### src/rtl/booth_sequential_multiplier.sv
// rtl/booth_sequential_multiplier.sv - radix-2 Booth sequential signed multiplier
//
// Purpose: multiplies two WIDTH-bit two's-complement operands, one Booth step
// per clock, producing a 2*WIDTH-bit two's-complement product.
//
// Ports:
//   clk           in   rising-edge clock
//   rst_n         in   asynchronous active-low reset
//   start         in   begin a multiplication (accepted only while ready=1)
//   multiplicand  in   WIDTH  operand M, sampled on the accept edge
//   multiplier    in   WIDTH  operand Q, sampled on the accept edge
//   ready         out  high while idle
//   done          out  one-cycle completion pulse
//   product       out  2*WIDTH  registered result, held until the next completion

module booth_sequential_multiplier #(
  parameter int WIDTH = 8
) (
  input  logic                 clk,
  input  logic                 rst_n,
  input  logic                 start,
  input  logic [WIDTH-1:0]     multiplicand,
  input  logic [WIDTH-1:0]     multiplier,
  output logic                 ready,
  output logic                 done,
  output logic [2*WIDTH-1:0]   product
);

  localparam int CW = $clog2(WIDTH + 1);
  localparam logic [CW-1:0] CNT_INIT = CW'(WIDTH);
  localparam logic [CW-1:0] CNT_ONE  = CW'(1);

  typedef enum logic [1:0] {
    S_IDLE = 2'd0,
    S_RUN  = 2'd1,
    S_DONE = 2'd2
  } state_t;

  state_t             r_state;
  state_t             w_next_state;

  logic [WIDTH-1:0]   r_m;
  logic [WIDTH:0]     r_a;
  logic [WIDTH-1:0]   r_q;
  logic               r_q_m1;
  logic [CW-1:0]      r_count;
  logic [2*WIDTH-1:0] r_product;

  logic [WIDTH:0]     w_m_ext;
  logic [WIDTH:0]     w_a_sum;
  logic [WIDTH:0]     w_a_next;
  logic [WIDTH-1:0]   w_q_next;
  logic               w_q_m1_next;
  logic               w_last;
  logic               w_ready;
  logic               w_done;

  // One extra accumulator bit keeps A - (most negative M) representable.
  assign w_m_ext = {r_m[WIDTH-1], r_m};
  assign w_last  = (r_count == CNT_ONE);

  // Booth step: add/subtract on {Q[0],Q_-1}, then arithmetic shift {A,Q,Q_-1}.
  always_comb begin
    w_a_sum = r_a;
    case ({r_q[0], r_q_m1})
      2'b01:   w_a_sum = r_a + w_m_ext;
      2'b10:   w_a_sum = r_a - w_m_ext;
      default: w_a_sum = r_a;
    endcase
    w_a_next    = {w_a_sum[WIDTH], w_a_sum[WIDTH:1]};
    w_q_next    = {w_a_sum[0], r_q[WIDTH-1:1]};
    w_q_m1_next = r_q[0];
  end

  // State register
  always_ff @(posedge clk or negedge rst_n) begin
    if (!rst_n) begin
      r_state <= S_IDLE;
    end else begin
      r_state <= w_next_state;
    end
  end

  // Next-state logic
  always_comb begin
    w_next_state = r_state;
    case (r_state)
      S_IDLE:  w_next_state = start ? S_RUN : S_IDLE;
      S_RUN:   w_next_state = w_last ? S_DONE : S_RUN;
      S_DONE:  w_next_state = S_IDLE;
      default: w_next_state = S_IDLE;
    endcase
  end

  // Output logic
  always_comb begin
    w_ready = 1'b0;
    w_done  = 1'b0;
    case (r_state)
      S_IDLE:  w_ready = 1'b1;
      S_DONE:  w_done  = 1'b1;
      default: begin
        w_ready = 1'b0;
        w_done  = 1'b0;
      end
    endcase
  end

  // Datapath
  always_ff @(posedge clk or negedge rst_n) begin
    if (!rst_n) begin
      r_m       <= '0;
      r_a       <= '0;
      r_q       <= '0;
      r_q_m1    <= 1'b0;
      r_count   <= '0;
      r_product <= '0;
    end else begin
      case (r_state)
        S_IDLE: begin
          if (start) begin
            r_m     <= multiplicand;
            r_a     <= '0;
            r_q     <= multiplier;
            r_q_m1  <= 1'b0;
            r_count <= CNT_INIT;
          end
        end
        S_RUN: begin
          r_a     <= w_a_next;
          r_q     <= w_q_next;
          r_q_m1  <= w_q_m1_next;
          r_count <= r_count - CNT_ONE;
          // Capture the final shifted value on the same edge that enters DONE.
          if (w_last) begin
            r_product <= {w_a_next[WIDTH-1:0], w_q_next};
          end
        end
        default: begin
        end
      endcase
    end
  end

  assign ready   = w_ready;
  assign done    = w_done;
  assign product = r_product;

endmodule

### config.mk
export PLATFORM = sky130hd
export DESIGN_NAME = booth_sequential_multiplier
export DESIGN_NICKNAME = d
export VERILOG_FILES = /design/src/rtl/booth_sequential_multiplier.sv
export SDC_FILE = /design/constraint.sdc
export NUM_CORES = 1
export LEC_CHECK = 0
export CORE_ASPECT_RATIO = 1.1
export CORE_MARGIN = 2
export CORE_UTILIZATION = 31
export DETAILED_ROUTE_END_ITERATION = 12
export SLEW_MARGIN = 5
export SYNTH_ARGS = -nofsm -noshare
export SYNTH_HDL_FRONTEND = slang
export SYNTH_SLANG_ARGS = --single-unit
### constraint.sdc
create_clock -name clk -period 3.2 [get_ports clk]
set_clock_uncertainty 0.1 [all_clocks]
set_input_delay 0.32 -clock clk [delete_from_list [all_inputs] [get_ports clk]]
set_output_delay 0.32 -clock clk [all_outputs]
set_load 0.01 [all_outputs]
After elaboration in Yosys (flattened, before gate mapping). Index checks and enable logic that the tools add are counted.

Flip-flop bits (word level): 48. Bits of input ports: 19. Output and inout port bits: 18. Word-level logic and storage cells: 35.

$add $sub $neg: 3. Eq/ne operators: 6. Multiplexer cells: 14. Reduce and logical (&&, ||, !) cells: 5.

Operator list (number): $pmux 9 s2 (2); $pmux 8 s2 (1); $add 9x9->9 (1); $mux 9 (1); $sub 9x9->9 (1); $mux 8 (1); $pmux 4 s2 (1); $reduce_and 2->1 (3); $eq 2x1->1 const B (2); $eq 2x2->1 const B (2); $eq 4x1->1 const B (1); $mux 1 (4); $mux 4 (1); $pmux 2 s2 (1); $sub 4x1->4 const B (1); $logic_not 2->1 (1); $mux 2 (1); $ne 2x2->1 const B (1); $pmux 1 s2 (1); $reduce_bool 2->1 (1).

Depth between registers and ports, before layout. Gate-level depths: netlist of run 1.

Word-level depth: 3. Mapped depth: 12. Mapped depth without buffers: 11.

Worst setup path before layout of run 1. No wires, ideal clock.

Path type: reg-to-reg. Start point: reg r_q_m1. End point: reg r_a[7]. Setup time: 124 ps. Data arrival time: 2343 ps. Data required time: 2976 ps. Setup slack: 633 ps. Cell stages (with the launch flop): 11. Buffers on the path: 1. Period minus slack after synthesis: 2567 ps. Path through: dfrtp_1 > inv_1 > ha_1 > buf_2 > mux2_2 > fa_1 > nand2b_1 > a211oi_2 > o211a_1 > nor3_1 > o31a_1.

Longest elaborated chain between the ends: 3. Elaborated cells between the ends (all ways): 4. Classes of those cells: 2 x eq/ne; 2 x mux.

RTL lines: from (decl) (line 45) `logic r_q_m1;`; from (signal assigned) (line 132) `r_q_m1 <= w_q_m1_next;`; $eq 2x2->1 / $eq 2x1->1 (equally long branches) (line 65) `case ({r_q[0], r_q_m1})`; $pmux 9 s2 * (line 65); $pmux 9 s2 * (line 119) `case (r_state)`; to (signal assigned) (line 130) `r_a <= w_a_next;`; to (decl) (line 43) `logic [WIDTH:0] r_a;`.

Mark *: on every way between the ends. The rest lies on a longest branch, timed or not. A chain may end at the register's enable or synchronous reset.

Worst setup path in the final report of run 1.
Start point: reg r_q_m1. End point: reg r_product[13] (netlist: product[13]).

Longest elaborated chain between the ends: 2. Elaborated cells between the ends (all ways): 3. Classes of those cells: 2 x eq/ne; 1 x mux.

RTL lines: $eq 2x2->1 / $eq 2x1->1 (equally long branches) (line 65); $pmux 9 s2 * (line 65); to (signal assigned) (line 136) `r_product <= {w_a_next[WIDTH-1:0], w_q_next};`; to (decl) (line 47) `logic [2*WIDTH-1:0] r_product;`.

Marked as above.

==> summary.txt, run 1 <==
Worst setup path
  • Worst Path Max Fanout: 8
  • Worst Setup Path Type: reg2reg
  • FF-to-FF path depth: 10
  • WP depth: 10
  • Crit path capture type: register
  • CP bufs+invs: 1
  • CP max stage cell: fa_1
  • Crit start category: register
  • Worst path cell trace: inv_1, ha_1, mux2_2, fa_1, nand2b_1, a21oi_1, a31oi_1, xnor2_1, mux2i_1, o21ai_1
  • Critical path data arrival time: approximately 2.9 ns
  • Max incr delay on CP: between 0.4 and 0.5 ns
  • Crit path max-delay family: adder cells
  • Worst Path Required: roughly 3.3 ns

Floorplan
  • Die Y: approximately 98 um
  • Chip Width: between 80 and 90 um
  • Row cnt: 34
  • Core Region: 7870 um2
  • Die ar.: 8770 um2
  • Starting Density: around a third
  • # IOs: 37

GRT
  • Total track usage: 14.13%
  • Largest net degree at the start of global routing: 48
  • Number of global-route vias before repair: around 2000
  • Congestion Overflow GR: 0
  • Initial antenna violation count: 0
  • First-pass GRT wire length: 9.756 mm

Logic synthesis
  • Cell taking the most area after synthesis: dfrtp_1
  • Mapped Avg Cell Area: between 9 and 10 um2
  • Synth top area share: a little under half
  • Most common cell in the netlist: nand2_1
  • Yosys Warn Count: 0
  • Post-synthesis cell area: 2491 um2
  • Top FF cell, synth: dfrtp_1
  • Largest cells by area after synthesis: dfrtp_1, nand2_1, ha_1
  • Most frequent cells after synthesis: nand2_1, dfrtp_1, o21ai_0
  • Syn Inst Count: 274
  • Library cells used by synthesis: slightly above 40
  • FF+latch count, synth: 47
  • Asr flop ratio synth: 100.0%
  • Syn Nets: roughly 300
  • Number of synthesized flops with an enable pin: 0
  • Register area share after synthesis: between 40% and 50%

Routing
  • TritonRoute pass-1 iters: 4
  • Wire per inst: about 13 um
  • # DRC: 0
  • Via/cell ratio: 4.722
  • DR iter-0 viols: around 140
  • Final wirelength: 5.595 mm
  • Antenna Nets Post-Route: 0
  • Routed vias: just under 2000

Min path
  • Min-delay worst type: in2async

Final layout
  • Fin nets: 340
  • Share of cells above drive strength 1: 8.738%
  • Fillers: 780
  • Antenna Diode Count: 0
  • Area growth from synthesis to layout: 23.25%

Place
  • # port buffers: 36
  • GP Congestion: slightly below 0.9
  • Dpl ws: 0.4437 ns
  • HPWL Detailed: 4.098 mm

Status
  • Status: finished with violations
  • Failing checks: hold timing

Clock network
  • Cts bufs inserted: 5
  • Clk buf depth: 2
  • CTS Root Cell: clkbuf_8
  • Htree depth: 2
  • Clock transition at path regs: around 0.09 ns
  • Post-CTS sizing: 0
  • Post-CTS Setup Bufs: 0
  • CTS Sinks: 47
  • # hold bufs at CTS: 0
  • TritonCTS clock tree: done
  • Clk_lat worst skew: approximately 0.30 ns

STA
  • Hold slack: -0.003970 ns
  • RSZ-0062 raised after global routing: false
  • Relative slew slack: about 48%
  • Fin. max-slew vios: 0
  • Maximum clock rate: 357.1 MHz
  • Final setup fails: 0
  • Hold Vio Cnt, Final: 4
  • Worst-Margin Slew: 0.7826 ns
  • Setup TNS: 0 ns
  • Final worst slack: between 0.3 and 0.4 ns
  • Part of the cycle the worst path needs: between 80 and 90%
  • Final min period: around 2.8 ns

Flow run
  • Max-cap violations: 0
==> through the flow <==
stage / utilization (%) / instances / cell area [um2]
final: 39.01 / 417 / 3070
after global routing: 39.01 / 417 / 3070
after CTS: 39.01 / 417 / 3070
after detailed placement: 37.52 / 409 / 2953
after global placement: 37.52 / 409 / 2953
after floorplan: - / 274 / 2491
==> final timing paths <==
check	from	end	slack (ns)
min	rst_n	product[14]	-0.004
min in group clk	product[1]	product[1]	0.38
max	r_q_m1	product[13]	0.40
max in group asynchronous	rst_n	r_m[5]	2.60
min reg2reg	product[1]	product[1]	0.38
max reg2reg	r_q_m1	product[13]	0.40
==> flip-flops by register name, summed over array words and instances, names as in the netlist <==
register  flops
r_a           8
product      16
r_count       4
r_m           8
r_q           8
r_state       2
r_q_m1        1
==> area by class of cell <==
cell class              instances  area (um2)  area share [%]
multi-input cells             201        1211           39.45
repair buffers                 39       377.9           12.31
clock inverters                 2       35.03           1.141
clock buffers                   6       82.58           2.689
well taps                     108       135.1           4.401
flip-flops and latches         47        1176           38.30
inverters                      14       52.55           1.711
==> worst register-to-register path, cell delays in order (launching register included) <==
cell	delay (ns)
dfrtp_1	0.37
inv_1	0.07
ha_1	0.33
mux2_2	0.40
fa_1	0.43
nand2b_1	0.19
a21oi_1	0.23
a31oi_1	0.13
xnor2_1	0.13
mux2i_1	0.19
o21ai_1	0.09
==> placed cells by master, fill, tap and decap left out, types with 2 or more instances in the layout <==
cell,n
a211oi_1,2
a21oi_1,10
a21oi_2,2
a22oi_1,7
a31oi_1,4
buf_4,3
clkbuf_8,6
clkdlybuf4s50_1,35
dfrtp_1,47
ha_1,12
inv_1,12
inv_2,2
mux2_2,2
mux2i_1,2
nand2_1,67
nand2b_1,4
nand3_1,8
nor2_1,13
nor2_2,2
nor2b_1,2
nor3_1,4
o21ai_0,23
o21ai_1,7
o31ai_1,2
xnor2_1,10
xor2_1,2
==> cell families after synthesis <==
logic type               synth area share (%)
multiplexers                            1.708
XOR/XNOR                                4.219
AND/OR/NAND/NOR                         18.89
buffers and inverters                   4.169
AO/OA/AOI/OAI                           16.98
flip-flops                              47.21
adder cells (fa/ha/maj)                 6.831
==> metal layers <==
metal | up-vias | part of all wire, % | GRT usage [%] | routed length [um]
li1 | 999 | - | - | -
met1 | 937 | 47 | 19.79 | 2621
met2 | 27 | 50 | 22.79 | 2770
met3 | 6 | 2.3 | 2.198 | 126
met4 | 0 | 1.4 | 3.444 | 76
met5 | - | 0 | 0 | 0
Power of run 1 is left out: the tool's default activity adds up to more than one toggle a clock period on the data nets, which glitch-free logic cannot reach.
==> run 2: changes to the inputs <==
--- a/config.mk
+++ b/config.mk
@@ -9,6 +9,8 @@
 export CORE_MARGIN = 2
 export CORE_UTILIZATION = 31
 export DETAILED_ROUTE_END_ITERATION = 12
+export MAX_ROUTING_LAYER = met4
+export RECOVER_POWER = 50
 export SLEW_MARGIN = 5
 export SYNTH_ARGS = -nofsm -noshare
 export SYNTH_HDL_FRONTEND = slang
==> run 2 against run 1 <==
The run ends with capacitance limit, slew limit left. Cell area down 1.6%. Die area unchanged. Fmax up 2.0%. Critical path depth down 1. First-iteration DRC count down 17%. Routed wire length up 0.25%. Critical path type unchanged. Critical endpoint is now r_a[7].
==> summary.txt, run 2 (same netlist as run 1, synthesis figures left out) <==
Final layout
  • Area growth from synthesis to layout: 21.30%
  • Max reg flops: 16 (unchanged)
  • Sequential cell area: 1176 um2 (unchanged)
  • Most frequent cells in the layout: nand2_1, dfrtp_1, clkdlybuf4s50_1, o21ai_0, nor2_1
  • Fin nets: 339 (-0.29%)
  • Fillers: 828 (+6.2%)
  • Share of cells above drive strength 1: 7.143% (-1.6 points)
  • Commonest non-fill, non-tap cell in the layout: nand2_1
  • Antenna Diode Count: 0 (unchanged)
  • Area of the multi-input gates: 1211 um2 (unchanged)

Routing
  • Routed vias: 1968 (-0.051%)
  • Via/cell ratio: 4.731 (+0.19%)
  • Antenna Nets Post-Route: 0 (unchanged)
  • DR iter-0 viols: 112 (-17%)
  • Wire per inst: 13.48 um (+0.49%)
  • TritonRoute pass-1 iters: 4 (unchanged)
  • # DRC: 0 (unchanged)
  • Final wirelength: 5.609 mm (+0.25%)

GRT
  • Number of global-route vias before repair: 1977 (-0.60%)
  • Total track usage: 14.27% (+0.14 points)
  • Largest net degree at the start of global routing: 48 (unchanged)
  • Congestion Overflow GR: 0 (unchanged)
  • First-pass GRT wire length: 9.542 mm (-2.2%)
  • Initial antenna violation count: 0 (unchanged)

Worst setup path
  • Capture point of the worst reg-to-reg path: r_a[7]
  • Worst Setup Path Type: reg2reg
  • Crit path capture type: register
  • CP startpoint: r_q_m1
  • Critical path data arrival time: 2.83 ns (-0.02 ns)
  • Crit start category: register
  • R2R Path Start: r_q_m1
  • Worst Path Required: 3.29 ns (+0.04 ns)
  • Worst Path Max Fanout: 8 (unchanged)
  • FF-to-FF path depth: 9 (-1)
  • Reg-to-reg slack, setup: 0.46 ns (+0.06 ns)

Min path
  • Worst Hold End: product[1]
  • Min-delay worst type: reg2reg
  • Min-delay src: product[1]
  • Hold path depth: 2

STA
  • Fin. max-slew vios: 48 (+48)
  • Maximum clock rate: 364.4 MHz (+2.0%)
  • Final min period: 2.744 ns (-0.05594 ns)
  • Hold Vio Cnt, Final: 0 (-4)
  • Worst-Margin Slew: 2.575 ns (+1.792 ns)
  • Setup TNS: 0 ns (unchanged)
  • Final setup fails: 0 (unchanged)
  • Part of the cycle the worst path needs: 85.76% (-1.7 points)
  • RSZ-0062 raised after global routing: false
  • Relative slew slack: -71.65% (-120 points)

Clock network
  • CTS Root Cell: clkbuf_8
  • Clock transition at path regs: 0.08 ns (about the same)
  • Htree depth: 2 (unchanged)
  • # hold bufs at CTS: 0 (unchanged)
  • Clk buf depth: 2 (unchanged)
  • CTS Sinks: 47 (unchanged)
  • Clk_lat worst skew: 0.30 ns (about the same)
  • TritonCTS clock tree: done
  • Cts bufs inserted: 5 (unchanged)
  • Post-CTS Setup Bufs: 0 (unchanged)
  • Post-CTS sizing: 0 (unchanged)

Floorplan
  • Core Region: 7870 um2 (unchanged)
  • Die ar.: 8770 um2 (unchanged)
  • Chip Width: 89.47 um (unchanged)
  • Die Y: 98.02 um (unchanged)
  • Row cnt: 34 (unchanged)
  • Starting Density: 31.65% (unchanged)
  • # IOs: 37 (unchanged)

Place
  • HPWL Detailed: 4.130 mm (+0.78%)
  • # port buffers: 36 (unchanged)
  • GP Congestion: 0.8448 (-3.6%)

Status
  • Failing checks: capacitance limit, slew limit
  • Status: finished with violations

Flow run
  • Max-cap violations: 1 (+1)
## run 2: how the worst max path moves through the flow
stage and end:
6_report r_a[7], 5_1_grt r_state[1], 2_1_floorplan r_a[7], 3_3_place_gp r_a[7], 3_5_place_dp r_a[7], 4_1_cts r_a[7]
## run 2: area by class of cell
cell class	count	area share, %
flip-flops and latches	47	38.92
repair buffers	38	12.09
multi-input cells	201	40.08
well taps	108	4.472
inverters	14	1.739
clock buffers	7	2.526
clock inverters	1	0.1656
## run 2: per-layer routing
layer / global-route usage [%] / up-vias / wire (um)
met1: 18.62 / 938 / 2562
li1: - / 991 / -
met3: 2.113 / 8 / 112
met4: 4.822 / 0 / 104
met2: 22.51 / 31 / 2829
met5: - / - / 0
## run 2: per-stage QoR
stage | util [%] | cells | setup WS, ns | area [um2] | hold slack, ns
final | 38.39 | 416 | 0.4558 | 3022 | 0.3806
after global routing | 38.39 | 416 | 0.2494 | 3022 | 0.4176
after CTS | 38.46 | 416 | 0.4390 | 3027 | 0.1529
after detailed placement | 37.42 | 408 | 0.4582 | 2945 | 0.3660
after global placement | 37.42 | 408 | 0.5027 | 2945 | 0.3654
after floorplan | - | 274 | 0.6332 | 2491 | -0.07559
## run 2: critical path, cell delays in order (launching register included)
cell and delay (ns):
dfrtp_1 0.37, inv_1 0.07, ha_1 0.31, mux2_2 0.41, fa_1 0.42, nand2b_1 0.19
a211oi_2 0.24, o211a_1 0.22, nor3_1 0.05, o31a_1 0.26
Power of run 2 is left out for the same reason.
